### config.mk
export PLATFORM = sky130hd
export DESIGN_NAME = int_div_sched
export DESIGN_NICKNAME = d
export VERILOG_FILES = /design/src/rtl/int_div_sched.sv
export SDC_FILE = /design/constraint.sdc
export NUM_CORES = 1
export LEC_CHECK = 0
export CORE_MARGIN = 2
export CORE_UTILIZATION = 45
export DETAILED_ROUTE_END_ITERATION = 10
export PLACE_DENSITY_LB_ADDON = 0.15
export SLEW_MARGIN = 20
export SYNTH_ARGS = -nofsm -noshare
export SYNTH_HDL_FRONTEND = slang
export SYNTH_SLANG_ARGS = --single-unit
export TNS_END_PERCENT = 50
### constraint.sdc
create_clock -name clk -period 6.41 [get_ports clk]
set_clock_uncertainty 0.05 [all_clocks]
set_input_delay 0.641 -clock clk [delete_from_list [all_inputs] [get_ports clk]]
set_output_delay 0.641 -clock clk [all_outputs]
set_load 0.01 [all_outputs]
### src/rtl/int_div_sched.sv
// int_div_sched: restoring integer divider shared by num_req requesters.
// A round-robin arbiter picks one request in IDLE; CALC retires one quotient
// bit per clock, MSB first; DONE holds the tagged result until resp_ready.
// Optional build macro: INT_DIV_SCHED_SHORTCUT_EN (single-cycle a<b and b==1).
module int_div_sched #(
    parameter int unsigned bitwidth = 32,
    parameter int unsigned num_req  = 4,
    parameter int unsigned id_width = $clog2(num_req)
) (
    input  logic                          clk,
    input  logic                          rst,
    input  logic [num_req-1:0]            req_valid,
    output logic [num_req-1:0]            req_ready,
    input  logic [num_req*bitwidth-1:0]   req_a,
    input  logic [num_req*bitwidth-1:0]   req_b,
    output logic                          resp_valid,
    input  logic                          resp_ready,
    output logic [id_width-1:0]           resp_id,
    output logic [bitwidth-1:0]           resp_quotient,
    output logic [bitwidth-1:0]           resp_remainder,
    output logic                          resp_div_by_zero,
    output logic                          busy
);

    localparam int unsigned cnt_width = (bitwidth > 1) ? $clog2(bitwidth) : 1;

    typedef enum logic [1:0] {
        IDLE,
        CALC,
        DONE
    } state_t;

    state_t                 state_q, state_d;
    logic [id_width-1:0]    ptr_q, ptr_d;
    logic [id_width-1:0]    id_q, id_d;
    logic [bitwidth-1:0]    a_q, a_d;
    logic [bitwidth-1:0]    b_q, b_d;
    logic [bitwidth-1:0]    q_q, q_d;
    logic [bitwidth-1:0]    r_q, r_d;
    logic [cnt_width-1:0]   cnt_q, cnt_d;
    logic                   dbz_q, dbz_d;

    logic [id_width-1:0]    grant;
    logic [id_width-1:0]    cand;
    logic                   grant_vld;
    logic [bitwidth-1:0]    sel_a;
    logic [bitwidth-1:0]    sel_b;
    logic [bitwidth:0]      r_shift;
    logic [bitwidth:0]      r_diff;
    logic                   ge;

    // Round-robin search: first valid requester at or after the pointer, wrapping.
    always_comb begin
        grant     = '0;
        grant_vld = 1'b0;
        cand      = '0;
        for (int unsigned i = 0; i < num_req; i++) begin
            cand = id_width'((32'(ptr_q) + i) % num_req);
            if (!grant_vld && req_valid[cand]) begin
                grant_vld = 1'b1;
                grant     = cand;
            end
        end
        sel_a = req_a[32'(grant)*bitwidth +: bitwidth];
        sel_b = req_b[32'(grant)*bitwidth +: bitwidth];
    end

    // Accept strobe: only in IDLE, only for the granted requester, never during reset.
    always_comb begin
        req_ready = '0;
        if (!rst && state_q == IDLE && grant_vld) begin
            req_ready[grant] = 1'b1;
        end
    end

    // Restoring step datapath; the borrow out of the (bitwidth+1)-bit subtract
    // is the inverted r' >= b compare, so one subtractor serves both.
    always_comb begin
        r_shift = {r_q, a_q[cnt_q]};
        r_diff  = r_shift - {1'b0, b_q};
        ge      = ~r_diff[bitwidth];
    end

    // FSM next-state and datapath register updates.
    always_comb begin
        state_d = state_q;
        ptr_d   = ptr_q;
        id_d    = id_q;
        a_d     = a_q;
        b_d     = b_q;
        q_d     = q_q;
        r_d     = r_q;
        cnt_d   = cnt_q;
        dbz_d   = dbz_q;
        case (state_q)
            IDLE: begin
                if (grant_vld) begin
                    ptr_d   = (grant == id_width'(num_req - 1)) ? '0 : grant + 1'b1;
                    id_d    = grant;
                    a_d     = sel_a;
                    b_d     = sel_b;
                    q_d     = '0;
                    r_d     = '0;
                    dbz_d   = 1'b0;
                    cnt_d   = cnt_width'(bitwidth - 1);
                    state_d = CALC;
                    if (sel_b == '0) begin
                        q_d     = '1;
                        r_d     = sel_a;
                        dbz_d   = 1'b1;
                        state_d = DONE;
                    end
`ifdef INT_DIV_SCHED_SHORTCUT_EN
                    else if (sel_a < sel_b) begin
                        q_d     = '0;
                        r_d     = sel_a;
                        state_d = DONE;
                    end else if (sel_b == bitwidth'(1)) begin
                        q_d     = sel_a;
                        r_d     = '0;
                        state_d = DONE;
                    end
`endif
                end
            end
            CALC: begin
                q_d[cnt_q] = ge;
                r_d        = ge ? r_diff[bitwidth-1:0] : r_shift[bitwidth-1:0];
                if (cnt_q == '0) begin
                    state_d = DONE;
                end else begin
                    cnt_d = cnt_q - 1'b1;
                end
            end
            DONE: begin
                if (resp_ready) begin
                    state_d = IDLE;
                end
            end
            default: state_d = IDLE;
        endcase
    end

    // State and datapath registers, cleared asynchronously.
    always_ff @(posedge clk or posedge rst) begin
        if (rst) begin
            state_q <= IDLE;
            ptr_q   <= '0;
            id_q    <= '0;
            a_q     <= '0;
            b_q     <= '0;
            q_q     <= '0;
            r_q     <= '0;
            cnt_q   <= '0;
            dbz_q   <= 1'b0;
        end else begin
            state_q <= state_d;
            ptr_q   <= ptr_d;
            id_q    <= id_d;
            a_q     <= a_d;
            b_q     <= b_d;
            q_q     <= q_d;
            r_q     <= r_d;
            cnt_q   <= cnt_d;
            dbz_q   <= dbz_d;
        end
    end

    assign resp_valid       = (state_q == DONE);
    assign busy             = (state_q != IDLE);
    assign resp_id          = id_q;
    assign resp_quotient    = q_q;
    assign resp_remainder   = r_q;
    assign resp_div_by_zero = dbz_q;

endmodule

==> Word-level counts from Yosys, hierarchy flattened <==
Index checks and enable logic that the tools add are counted.
{ "totals": {"mem_bits_ro": 0, "ram_bits": 0, "mem_count": 0, "input_bits": 263, "out_inout_bits": 73, "register_bits": 140, "elab_cells": 94, "latch_bits": 0} }
{ "op_classes": {"eq_ne": 7, "n_bitwise": 1, "n_reduce_logical": 20, "mul": 0, "shift": 2, "addsub": 6, "order_cmp": 8, "mux": 41, "n_div": 0} }
{ "ops": {"columns": ["op", "count"], "rows": [
  ["128-bit by 8-bit indexed part select with 32-bit output", 2],
  ["32-bit 2-to-1 mux", 5],
  ["32-bit one-hot mux with 2 select lines", 2],
  ["33-bit by 32-bit subtractor with 33-bit output", 1],
  ["32-bit bitwise mux", 1],
  ["32-bit logical NOT", 1],
  ["2-bit 2-to-1 mux", 9],
  ["2-bit by 3-bit less-than comparator with 1-bit output, second input constant", 5],
  ["1-bit 2-to-1 mux", 12],
  ["5-bit 2-to-1 mux", 2],
  ["5-bit one-hot mux with 2 select lines", 1],
  ["1-bit binary-select mux with 2-bit select", 4],
  ["1-bit logical AND", 7],
  ["5-bit by 6-bit less-than comparator with 1-bit output, second input constant", 1],
  ["2-bit != test, second input constant", 3],
  ["2-bit one-hot mux with 3 select lines", 1],
  ["3-bit AND reduction", 2],
  ["1-bit binary-select mux with 5-bit select", 1],
  ["1-bit demux with 5-bit select", 1],
  ["5-bit by 1-bit greater-or-equal comparator with 1-bit output, second input constant", 1],
  ["5-bit logical NOT", 1],
  ["5-bit by 1-bit subtractor with 5-bit output, second input constant", 1],
  ["2-bit by 1-bit adder with 2-bit output, second input constant", 2],
  ["2-bit adder, second input constant", 2],
  ["other kinds (11)", 17]
]} }

==> Depth between registers and ports, before layout <==
Gate-level depths: netlist of run 1.
{ "logic_depth": {"depth_word": 17, "mapped_depth": 19, "depth_no_buf": 16} }

==> Least setup slack after synthesis of run 1 <==
No wires, ideal clock.
{ "synth_path": {"path_type": "input to output", "start": "input port rst", "end": "output port req_ready[0]", "cell_stages": 2, "setup_slack_ps": 1600, "n_path_buf": 0, "arrival_time_ps": 4119, "required_ps": 5719, "path_cell_list": "inv_1 and3_1"} }
{ "synth_via": {"elab_chain_cells": 4} }
{ "synth_rtl": {"columns": ["item", "line", "text"], "rows": [
  ["start: declaration", "11", "input logic rst,"],
  ["1-bit logical NOT (no source line)", null, null],
  ["1-bit logical AND (2 in series)", "71", "if (!rst && state_q == IDLE && grant_vld) begin"],
  ["4-bit 2-to-1 mux", "71", null],
  ["end: declaration", "13", "output logic [num_req-1:0] req_ready,"]
]} }
No other way between the ends.

==> Worst setup path after layout of run 1 <==
{ "layout_path": {"start": "register cnt_q[0]", "end": "register r_q[24] (netlist: resp_remainder[24])"} }
{ "layout_via": {"elab_chain_cells": 5} }
{ "layout_rtl": {"columns": ["item", "line", "text"], "rows": [
  ["start: declaration", "40", "logic [cnt_width-1:0] cnt_q, cnt_d;"],
  ["start signal: assignment", "164", "cnt_q <= cnt_d;"],
  ["1-bit binary-select mux with 5-bit select", "79", "r_shift = {r_q, a_q[cnt_q]};"],
  ["1-bit 2-to-1 mux (not written as such)", "79", null],
  ["33-bit by 32-bit subtractor with 33-bit output", "80", "r_diff = r_shift - {1'b0, b_q};"],
  ["32-bit 2-to-1 mux", "128", "r_d = ge ? r_diff[bitwidth-1:0] : r_shift[bitwidth-1:0];"],
  ["32-bit one-hot mux with 2 select lines", "95", "case (state_q)"],
  ["end signal: assignment", "163", "r_q <= r_d;"],
  ["end: declaration", "39", "logic [bitwidth-1:0] r_q, r_d;"]
]} }
No other way between the ends. The select of a mux whose other input is x is not followed.
A chain may end at the register's enable or synchronous reset.

==> results of run 1 <==
-- per-layer routing --
layer,part of all wire (%),routed length [um]
met5,0,0
met3,4.5,1570
met2,50,17400
met4,2.4,845
met1,43,15000
-- cell type report --
| type | count | area [um^2] | share of cell area [%] |
|---|---|---|---|
| inverters | 52 | 200 | 1.39 |
| flip-flops and latches | 140 | 3500 | 24.4 |
| clock inverters | 14 | 129 | 0.897 |
| multi-input cells | 1000 | 6240 | 43.4 |
| well taps | 285 | 357 | 2.48 |
| repair buffers | 349 | 3500 | 24.4 |
| clock buffers | 18 | 439 | 3.06 |
-- cell usage after synthesis (3+ instances only) --
cell,number
a21oi_1,76
o211ai_1,6
dfrtp_1,140
xnor2_1,16
xor2_1,11
buf_1,9
a22oi_1,41
nor3_1,4
nor4_1,13
a221oi_1,4
o21ai_1,18
mux2i_1,101
a31oi_1,36
o31ai_1,4
o21ai_0,48
nand3_1,14
or2_2,3
ha_1,40
nand2b_1,6
nand3b_1,4
and3_1,40
mux4_2,8
a221o_1,20
a211oi_1,21
buf_4,5
a21o_1,15
inv_1,50
nand4_1,5
nor2_1,78
clkbuf_1,56
buf_2,21
o22ai_1,3
nor2b_1,6
and2_1,4
nand2_1,319
-- final timing paths --
kind,to,from,depth (start not counted)
worst max-delay path,resp_remainder[24],cnt_q[0],17
worst min-delay path,a_q[30],a_q[30],2
worst max register to register,resp_remainder[24],cnt_q[0],17
worst min register to register,a_q[30],a_q[30],2
max in group asynchronous,b_q[27],rst,3
min in group asynchronous,resp_quotient[22],rst,2
-- metrics by stage --
step / instance area (um^2) / hold slack (ps) / utilization [%] / power [mW]
3_3_place_gp: 13800 / 404 / 61.0 / 6.53
6_report: 14400 / 424 / 63.7 / 7.61
3_5_place_dp: 13800 / 408 / 61.0 / 6.59
5_1_grt: 14400 / 447 / 63.7 / 8.24
4_1_cts: 14300 / 424 / 63.6 / 7.58
2_1_floorplan: 10300 / 390 / - / 5.13
-- sequential cells by signal, indices dropped and copies added (netlist names) --
| signal | count |
|---|---|
| a_q | 32 |
| b_q | 32 |
| cnt_q | 5 |
| ptr_q | 2 |
| resp_div_by_zero | 1 |
| resp_id | 2 |
| resp_quotient | 32 |
| resp_remainder | 32 |
| state_q | 2 |
-- logic make-up after synthesis --
group           synth area share, %
flops                          33.9
fa+ha+maj                      5.04
mux                            11.7
xor+xnor                       2.29
compound gates                 20.2
simple gates                   21.1
buf+inv                        5.86
-- power groups by stage --
| stage | clock, mW | combinational, mW | sequential (mW) |
|---|---|---|---|
| after detailed placement | 0 | 5.01 | 1.58 |
| after global routing | 0.999 | 5.62 | 1.62 |
| after CTS | 0.962 | 5.05 | 1.57 |
| after global placement | 0 | 4.94 | 1.58 |
| final | 0.954 | 5.07 | 1.58 |
| after floorplan | 0 | 3.64 | 1.49 |
-- worst max-delay path, cell delays in order (launching register included) --
cell and delay (ps):
dfrtp_1 740, mux4_2 580, nand2_1 80, o21ai_0 80, nor4_1 440, ha_1 240, inv_1 50, fa_1 420
a211oi_1 280, o211ai_1 170, a41oi_2 360, and3b_1 230, a2111oi_1 400, nand2_1 480, buf_4 400, nor2_1 120
a211oi_1 60, a221o_1 290
==> run_results.csv, run 1 <==
group,metric,value,unit
clocking,cts_setup_buffers,0,
global_routing,gr-usage-all-layers,28.4,%
clocking,root_buffer,"clkbuf_16",
detailed_routing,dr.pass1.iters,6,
place,place.port_buffers,335,
cells_and_area,final_common_cell,"clkdlybuf4s50_1",
clocking,insertion_delay,440,ps
global_routing,overflow,0,
sta,min_period_over_period,87.3,%
setup_path,crit_path_end_kind,"flip-flop",
sta,hold_viol,0,
setup_path,cp-start-kind,"flip-flop",
detailed_routing,totalWireLength,34900,um
setup_path,cp_max_fo,27,
global_routing,first_global_vias,9982,
logic_synthesis,ys_ff_latch,140,
power_and_ir_drop,switching_share,48.7,%
cells_and_area,nets,1864,
logic_synthesis,async_flop_share,100,%
global_routing,grt.met1_usage,38.3,%
place,place_congestion,0.914,
power_and_ir_drop,p_leak,6.65,nW
sta,tightest_slew,1090,ps
power_and_ir_drop,p_seq_share,20.8,%
power_and_ir_drop,power_frac_comb,66.7,%
place,dpl.hpwl,26500,um
sta,fin_tns_setup,0,ps
clocking,cts_inserted_buffers,17,
logic_synthesis,ys_warn_count,0,
clocking,htreeDepth,4,
floorplanning,initial_core_util,45.7,%
power_and_ir_drop,clkPwrFrac,12.5,%
clocking,cts_hold_buf,0,
global_routing,top_usage_layer,"met2",
cells_and_area,final_cell_mix,"clkdlybuf4s50_1 (335), nand2_1 (318), dfrtp_1 (140), mux2i_1 (101), nor2_1 (77)",
sta,setup_viol,0,
detailed_routing,via_per_inst,5.63,
floorplanning,dieArea,24200,um^2
power_and_ir_drop,powerDensity,529,nW/um^2
logic_synthesis,synth_top_area_share,33.9,%
floorplanning,die_h,155,um
floorplanning,top_level_ports,336,
logic_synthesis,synth.area.top_cells,"dfrtp_1 (34%), nand2_1 (12%), mux2i_1 (9.8%)",
logic_synthesis,syn_inst,1285,
power_and_ir_drop,internal_power,3.90,mW
logic_synthesis,synth_cell_types,67,
logic_synthesis,synth_top_area_cell,"dfrtp_1",
clocking,cts_tree,"done",
global_routing,met2_usage,47.7,%
place,dp_cells,1825,
setup_path,path_class,"flip-flop to flip-flop",
setup_path,worstPathRequired,6680,ps
logic_synthesis,synth_edf_count,0,
setup_path,r2r_setup_slack,820,ps
global_routing,grt_use_met3,3.23,%
floorplanning,rows,55,
detailed_routing,drt_iter0_drc,724,
global_routing,grt_pass1_wl,54000,um
cells_and_area,drive_above_1_share,4.58,%
cells_and_area,area.growth.synth_to_final,39.3,%
logic_synthesis,synth_area_per_cell,8.03,um^2
floorplanning,die_w,155,um
place,place_ws,808,ps
cells_and_area,final_cells,1858,
min_path,hold_path.class,"flip-flop to flip-flop",
logic_synthesis,synth_fp_nets,1589,
detailed_routing,vias,10500,
setup_path,cp_data_arrival_time,5860,ps
cells_and_area,n_fill_cell,2027,
clocking,clk_pin_slew,60,ps
clocking,cts_resized,0,
sta,rsz0062_at_grt,"no",
sta,timing.fmax,0.179,GHz
logic_synthesis,ys_seq_area_share,33.9,%
logic_synthesis,syn-cell-area,10300,um^2
power_and_ir_drop,p_sw,3.70,mW
outcome,status,"completed",
job,cap_violations,0,
sta,fin_crit,5590,ps
sta,worst_slack,816,ps
detailed_routing,wl_per_cell,18.8,um
clocking,clockBufferDepth,2,
global_routing,antenna_found_initial,0,
global_routing,grt_max_degree,81,
cells_and_area,n_antenna_cell,0,
logic_synthesis,synthFlopType,"dfrtp_1",
sta,slew_headroom,27.5,%
detailed_routing,antenna_left,0,
detailed_routing,drc,0,
clocking,cts.sinks,140,
sta,final_max_slew_viol_count,0,
power_and_ir_drop,vdd_drop_max,406,uV
floorplanning,core-area,22600,um^2
No activity file was read; power rests on OpenSTA's default activity.
==> run 2: changes to the inputs <==
CORE_UTILIZATION = 48   (was 45)
HOLD_SLACK_MARGIN = 0.05   (was not set)
PLACE_DENSITY = 0.95   (was not set)
PLACE_DENSITY_LB_ADDON = not set   (was 0.15)
==> run 2 against run 1 <==
Against the previous run:
- setup slack improved by 64 ps
- register-to-register slack better by 60 ps
- combinational power increased by 3%
- first-iteration DRC count up 74%
- sequential share of layout area is essentially flat
- die area fell by 6.1%
- non-clock buffer count is 1 lower
- cell count down 0.59%
- critical path type unchanged
- largest cell class unchanged
- largest power group unchanged
==> run_results.csv, run 2 (synthesis gave the netlist of run 1 again) <==
group,metric,value,unit
setup_path,crit_buf_inv,2,
detailed_routing,drc,0,
global_routing,overflow,0,
global_routing,grt_pass1_wl,56700,um
floorplanning,dieArea,22700,um^2
floorplanning,core-area,21100,um^2
power_and_ir_drop,clkPwrFrac,12.9,%
cells_and_area,register_area,3500,um^2
place,place.port_buffers,335,
clocking,cts_resized,0,
cells_and_area,final_cell_mix,"clkdlybuf4s50_1 (335), nand2_1 (318), dfrtp_1 (140), mux2i_1 (101), nor2_1 (77)",
sta,min_period_over_period,86.3,%
clocking,clockBufferDepth,2,
setup_path,crit_family,"compound AO/OA/AOI/OAI gates",
clocking,htreeDepth,4,
cells_and_area,drive_above_1_share,4.52,%
setup_path,cp_data_arrival_time,5780,ps
place,place_congestion,0.990,
floorplanning,rows,53,
sta,rsz0062_at_grt,"no",
detailed_routing,dr.pass1.iters,8,
sta,tightest_slew,882,ps
clocking,cts_inserted_buffers,17,
setup_path,cp-start-kind,"flip-flop",
sta,final_max_slew_viol_count,0,
setup_path,critPathMaxStageDelay,720,ps
sta,slew_headroom,41.2,%
power_and_ir_drop,p_leak,6.65,nW
cells_and_area,n_antenna_cell,0,
clocking,cts_hold_buf,0,
global_routing,gr-usage-all-layers,32.1,%
min_path,hold_path.class,"flip-flop to flip-flop",
clocking,root_buffer,"clkbuf_16",
sta,fin_crit,5530,ps
power_and_ir_drop,switching_share,50.0,%
setup_path,worstPathRequired,6660,ps
cells_and_area,area.growth.synth_to_final,39.1,%
sta,hold_viol,0,
global_routing,first_global_vias,10800,
cells_and_area,n_fill_cell,1605,
cells_and_area,nets,1863,
setup_path,crit_path_end_kind,"flip-flop",
cells_and_area,multi_input_comb_area,6250,um^2
setup_path,cp_max_fo,34,
sta,setup_viol,0,
setup_path,path_class,"flip-flop to flip-flop",
floorplanning,die_w,151,um
power_and_ir_drop,powerDensity,546,nW/um^2
global_routing,grt_use_met3,5.70,%
outcome,status,"completed",
detailed_routing,totalWireLength,37700,um
detailed_routing,via_per_inst,6.09,
job,cap_violations,0,
sta,hold-worst-slack,427,ps
clocking,cts.sinks,140,
cells_and_area,final_common_cell,"clkdlybuf4s50_1",
power_and_ir_drop,p_sw,3.92,mW
global_routing,grt_max_degree,132,
global_routing,met2_usage,53.9,%
clocking,insertion_delay,440,ps
setup_path,cpMaxStageDelayCell,"dfrtp_1",
global_routing,antenna_found_initial,0,
global_routing,top_usage_layer,"met2",
power_and_ir_drop,p_seq_share,20.3,%
detailed_routing,drt_iter0_drc,1257,
detailed_routing,wl_per_cell,20.4,um
floorplanning,top_level_ports,336,
power_and_ir_drop,vdd_drop_max,421,uV
power_and_ir_drop,internal_power,3.92,mW
power_and_ir_drop,power_frac_comb,66.8,%
place,dpl.hpwl,27800,um
floorplanning,initial_core_util,48.9,%
setup_path,path_cells,"mux4_2 > nand2_1 > o21ai_0 > nor4_1 > ha_1 > inv_1 > fa_1 > a211oi_1 > o211ai_1 > a41oi_2 > and3b_1 > a2111oi_1 > and2_1 > buf_4 > nor2_1 > a21oi_1 > o21ai_1",
clocking,cts_tree,"done",
clocking,cts_setup_buffers,0,
global_routing,grt.met1_usage,40.6,%
sta,timing.fmax,0.181,GHz
power_and_ir_drop,power,7.84,mW
floorplanning,die_h,151,um
detailed_routing,vias,11200,
cells_and_area,utilization,68.1,%
detailed_routing,antenna_left,0,
clocking,clk_pin_slew,70,ps
sta,fin_tns_setup,0,ps
run 2: cell types whose count changed in the layout (fill, tap and decap cells not counted), moves of 2 or more:
cell,before,now
clkinv_4,6,2
buf_12,3,1
buf_4,10,12
inv_6,5,7
run 2: path summary, 6_finish.rpt:
kind	start	to	slack [ps]	cells after the start
max	cnt_q[0]	resp_remainder[3]	880	17
min	a_q[30]	a_q[30]	430	2
max reg2reg	cnt_q[0]	resp_remainder[3]	880	17
min reg2reg	a_q[30]	a_q[30]	430	2
max in group asynchronous	rst	b_q[25]	4480	3
min in group asynchronous	rst	resp_quotient[25]	690	2
run 2: cell type report:
cell class                 count  share of cell area, %
timing repair buffer         348                   24.1
tap                          275                   2.40
multi-input combinational   1000                   43.5
clock inverter                15                   1.18
inverter                      52                   1.39
clock buffer                  17                   2.96
sequential                   140                   24.4
run 2: worst reg2reg max path: stages, from the launching register on:
cell and delay, ps:
dfrtp_1 720, mux4_2 600, nand2_1 100, o21ai_0 110
nor4_1 480, ha_1 240, inv_1 60, fa_1 420
a211oi_1 300, o211ai_1 180, a41oi_2 350, and3b_1 220
a2111oi_1 480, and2_1 390, buf_4 410, nor2_1 90
a21oi_1 120, o21ai_1 70
run 2: metal layers:
metal / share of wire [%] / vias up
met5: 0 / -
met4: 4.7 / 0
met3: 8.2 / 152
met2: 49 / 683
met1: 38 / 5307
li1: - / 5103
run 2: power groups by stage:
stage | clock network, mW | logic (mW) | registers (mW)
after floorplan | 0 | 3.64 | 1.49
after global placement | 0 | 4.85 | 1.57
after detailed placement | 0 | 5.03 | 1.58
after CTS | 1.00 | 5.10 | 1.57
after global routing | 1.04 | 5.64 | 1.62
final | 1.01 | 5.23 | 1.59
run 2: metrics by stage:
step / area (um^2) / worst slack (ps) / std cells
2_1_floorplan: 10300 / 1600 / 1285
3_3_place_gp: 13700 / 1260 / 1815
3_5_place_dp: 13700 / 1080 / 1815
4_1_cts: 14300 / 902 / 1847
5_1_grt: 14400 / 471 / 1847
6_report: 14400 / 879 / 1847
==> run 3: changes to the inputs <==
CORE_MARGIN = not set   (was 2)
==> run 3 against run 2 <==
Against the previous run:
- non-clock buffer count increased by 1
- critical path type unchanged
- largest cell class unchanged
- core utilization increased by 0.19 points
- clock-buffer cell count increased by 1
- critical path depth decreased by 1
- global-route usage increased by 0.23 points
- setup slack got worse by 56 ps
- critical endpoint is now resp_remainder[0]
- hold slack improved by 5.7 ps
==> run_results.csv, run 3 (synthesis gave the netlist of run 1 again) <==
group,metric,value,unit
place,place.port_buffers,335,
detailed_routing,totalWireLength,36200,um
global_routing,overflow,0,
clocking,htreeDepth,4,
clocking,insertion_delay,440,ps
cells_and_area,nets,1864,
clocking,cts_resized,0,
clocking,clockBufferDepth,2,
sta,hold_viol,0,
clocking,cts_hold_buf,0,
cells_and_area,final_common_cell,"clkdlybuf4s50_1",
floorplanning,rows,53,
setup_path,cp-start-kind,"flip-flop",
detailed_routing,drc,0,
detailed_routing,drt_iter0_drc,1007,
global_routing,gr-usage-all-layers,32.4,%
clocking,cts_tree,"done",
setup_path,path_class,"flip-flop to flip-flop",
setup_path,cp_common_cell,"inv_1",
setup_path,cp_max_fo,17,
power_and_ir_drop,p_leak,6.65,nW
global_routing,grt_pass1_wl,55600,um
floorplanning,dieArea,22100,um^2
global_routing,antenna_found_initial,0,
job,cap_violations,0,
detailed_routing,wl_per_cell,19.6,um
clocking,cts_setup_buffers,0,
sta,rsz0062_at_grt,"no",
setup_path,critPathMaxStageDelay,740,ps
cells_and_area,final_cell_mix,"clkdlybuf4s50_1 (335), nand2_1 (318), dfrtp_1 (140), mux2i_1 (101), nor2_1 (77)",
setup_path,crit_buf_inv,2,
floorplanning,die_h,149,um
detailed_routing,antenna_left,0,
place,dpl.hpwl,26900,um
detailed_routing,dr.pass1.iters,5,
sta,min_period_over_period,87.2,%
setup_path,cpMaxStageDelayCell,"dfrtp_1",
sta,tightest_slew,792,ps
sta,timing.fmax,0.179,GHz
place,place_congestion,0.973,
detailed_routing,via_per_inst,5.98,
clocking,cts.sinks,140,
global_routing,grt_max_degree,87,
min_path,hold_path.class,"flip-flop to flip-flop",
sta,slew_headroom,47.2,%
detailed_routing,vias,11000,
floorplanning,initial_core_util,49.1,%
cells_and_area,design_area,14400,um^2
clocking,root_buffer,"clkbuf_16",
cells_and_area,drive_above_1_share,4.58,%
setup_path,cp_data_arrival_time,5860,ps
power_and_ir_drop,powerDensity,540,nW/um^2
cells_and_area,n_fill_cell,1621,
setup_path,crit_path_end_kind,"flip-flop",
setup_path,worstPathRequired,6680,ps
floorplanning,top_level_ports,336,
power_and_ir_drop,vdd_drop_max,472,uV
cells_and_area,n_antenna_cell,0,
sta,setup_viol,0,
sta,fin_tns_setup,0,ps
clocking,cts_inserted_buffers,17,
sta,fin_crit,5590,ps
cells_and_area,register_area,3500,um^2
place,place_area,13800,um^2
clocking,clk_pin_slew,70,ps
cells_and_area,area.growth.synth_to_final,39.1,%
floorplanning,core-area,21000,um^2
setup_path,crit_family,"simple AND/OR/NAND/NOR gates",
setup_path,path_cells,"mux4_2 > inv_1 > o21ai_0 > nor4_1 > ha_1 > inv_1 > fa_1 > a211oi_1 > o211ai_1 > a41oi_2 > and3b_1 > a2111oi_1 > and2_1 > nand2_1 > and3_1 > a221o_1",
outcome,status,"completed",
floorplanning,die_w,149,um
global_routing,first_global_vias,10600,
sta,final_max_slew_viol_count,0,
cells_and_area,multi_input_comb_area,6240,um^2
run 3: power by group:
group / internal, mW / leakage, nW / total (mW) / switching, mW
clock: 0.522 / 0.278 / 0.972 / 0.450
sequential: 1.25 / 1.76 / 1.58 / 0.327
combinational: 2.13 / 4.61 / 5.20 / 3.07
run 3: worst reg2reg max path, cell delays in order, from the launching register on:
cell,delay [ps]
dfrtp_1,740
mux4_2,590
inv_1,80
o21ai_0,70
nor4_1,430
ha_1,250
inv_1,60
fa_1,420
a211oi_1,280
o211ai_1,150
a41oi_2,360
and3b_1,240
a2111oi_1,490
and2_1,680
nand2_1,130
and3_1,220
a221o_1,260
run 3: cell type report:
| cell class | count | share of cell area (%) |
|---|---|---|
| clock buffer | 18 | 3.06 |
| inverter | 52 | 1.39 |
| tap | 275 | 2.40 |
| clock inverter | 14 | 0.872 |
| timing repair buffer | 349 | 24.4 |
| multi-input combinational | 1000 | 43.5 |
| sequential | 140 | 24.4 |
run 3: final timing paths:
| check | from | endpoint | slack [ps] | depth (start not counted) |
|---|---|---|---|---|
| setup / recovery | cnt_q[0] | resp_remainder[0] | 820 | 16 |
| hold / removal | resp_id[0] | resp_id[0] | 430 | 1 |
| setup reg to reg | cnt_q[0] | resp_remainder[0] | 820 | 16 |
| hold reg to reg | resp_id[0] | resp_id[0] | 430 | 1 |
| max in group asynchronous | rst | resp_remainder[24] | 4370 | 3 |
| min in group asynchronous | rst | resp_quotient[23] | 670 | 2 |
run 3: stage by stage:
| step | hold WS [ps] | utilization [%] | worst slack, ps | cells | power, mW |
|---|---|---|---|---|---|
| finish | 433 | 68.3 | 823 | 1848 | 7.75 |
| floorplan | 390 | - | 1600 | 1285 | 5.13 |
| detailed placement | 407 | 65.5 | 971 | 1815 | 6.60 |
| global route | 458 | 68.3 | 457 | 1848 | 8.24 |
| global placement | 405 | 65.5 | 1180 | 1815 | 6.43 |
| CTS | 431 | 68.2 | 875 | 1847 | 7.62 |
run 3: metal layers:
layer	part of all wire (%)	GRT usage [%]	wire length, um
met1	40	41.5	14300
met2	49	53.6	17800
met3	7.2	5.18	2620
met4	4.1	14.6	1480
met5	0	0	0
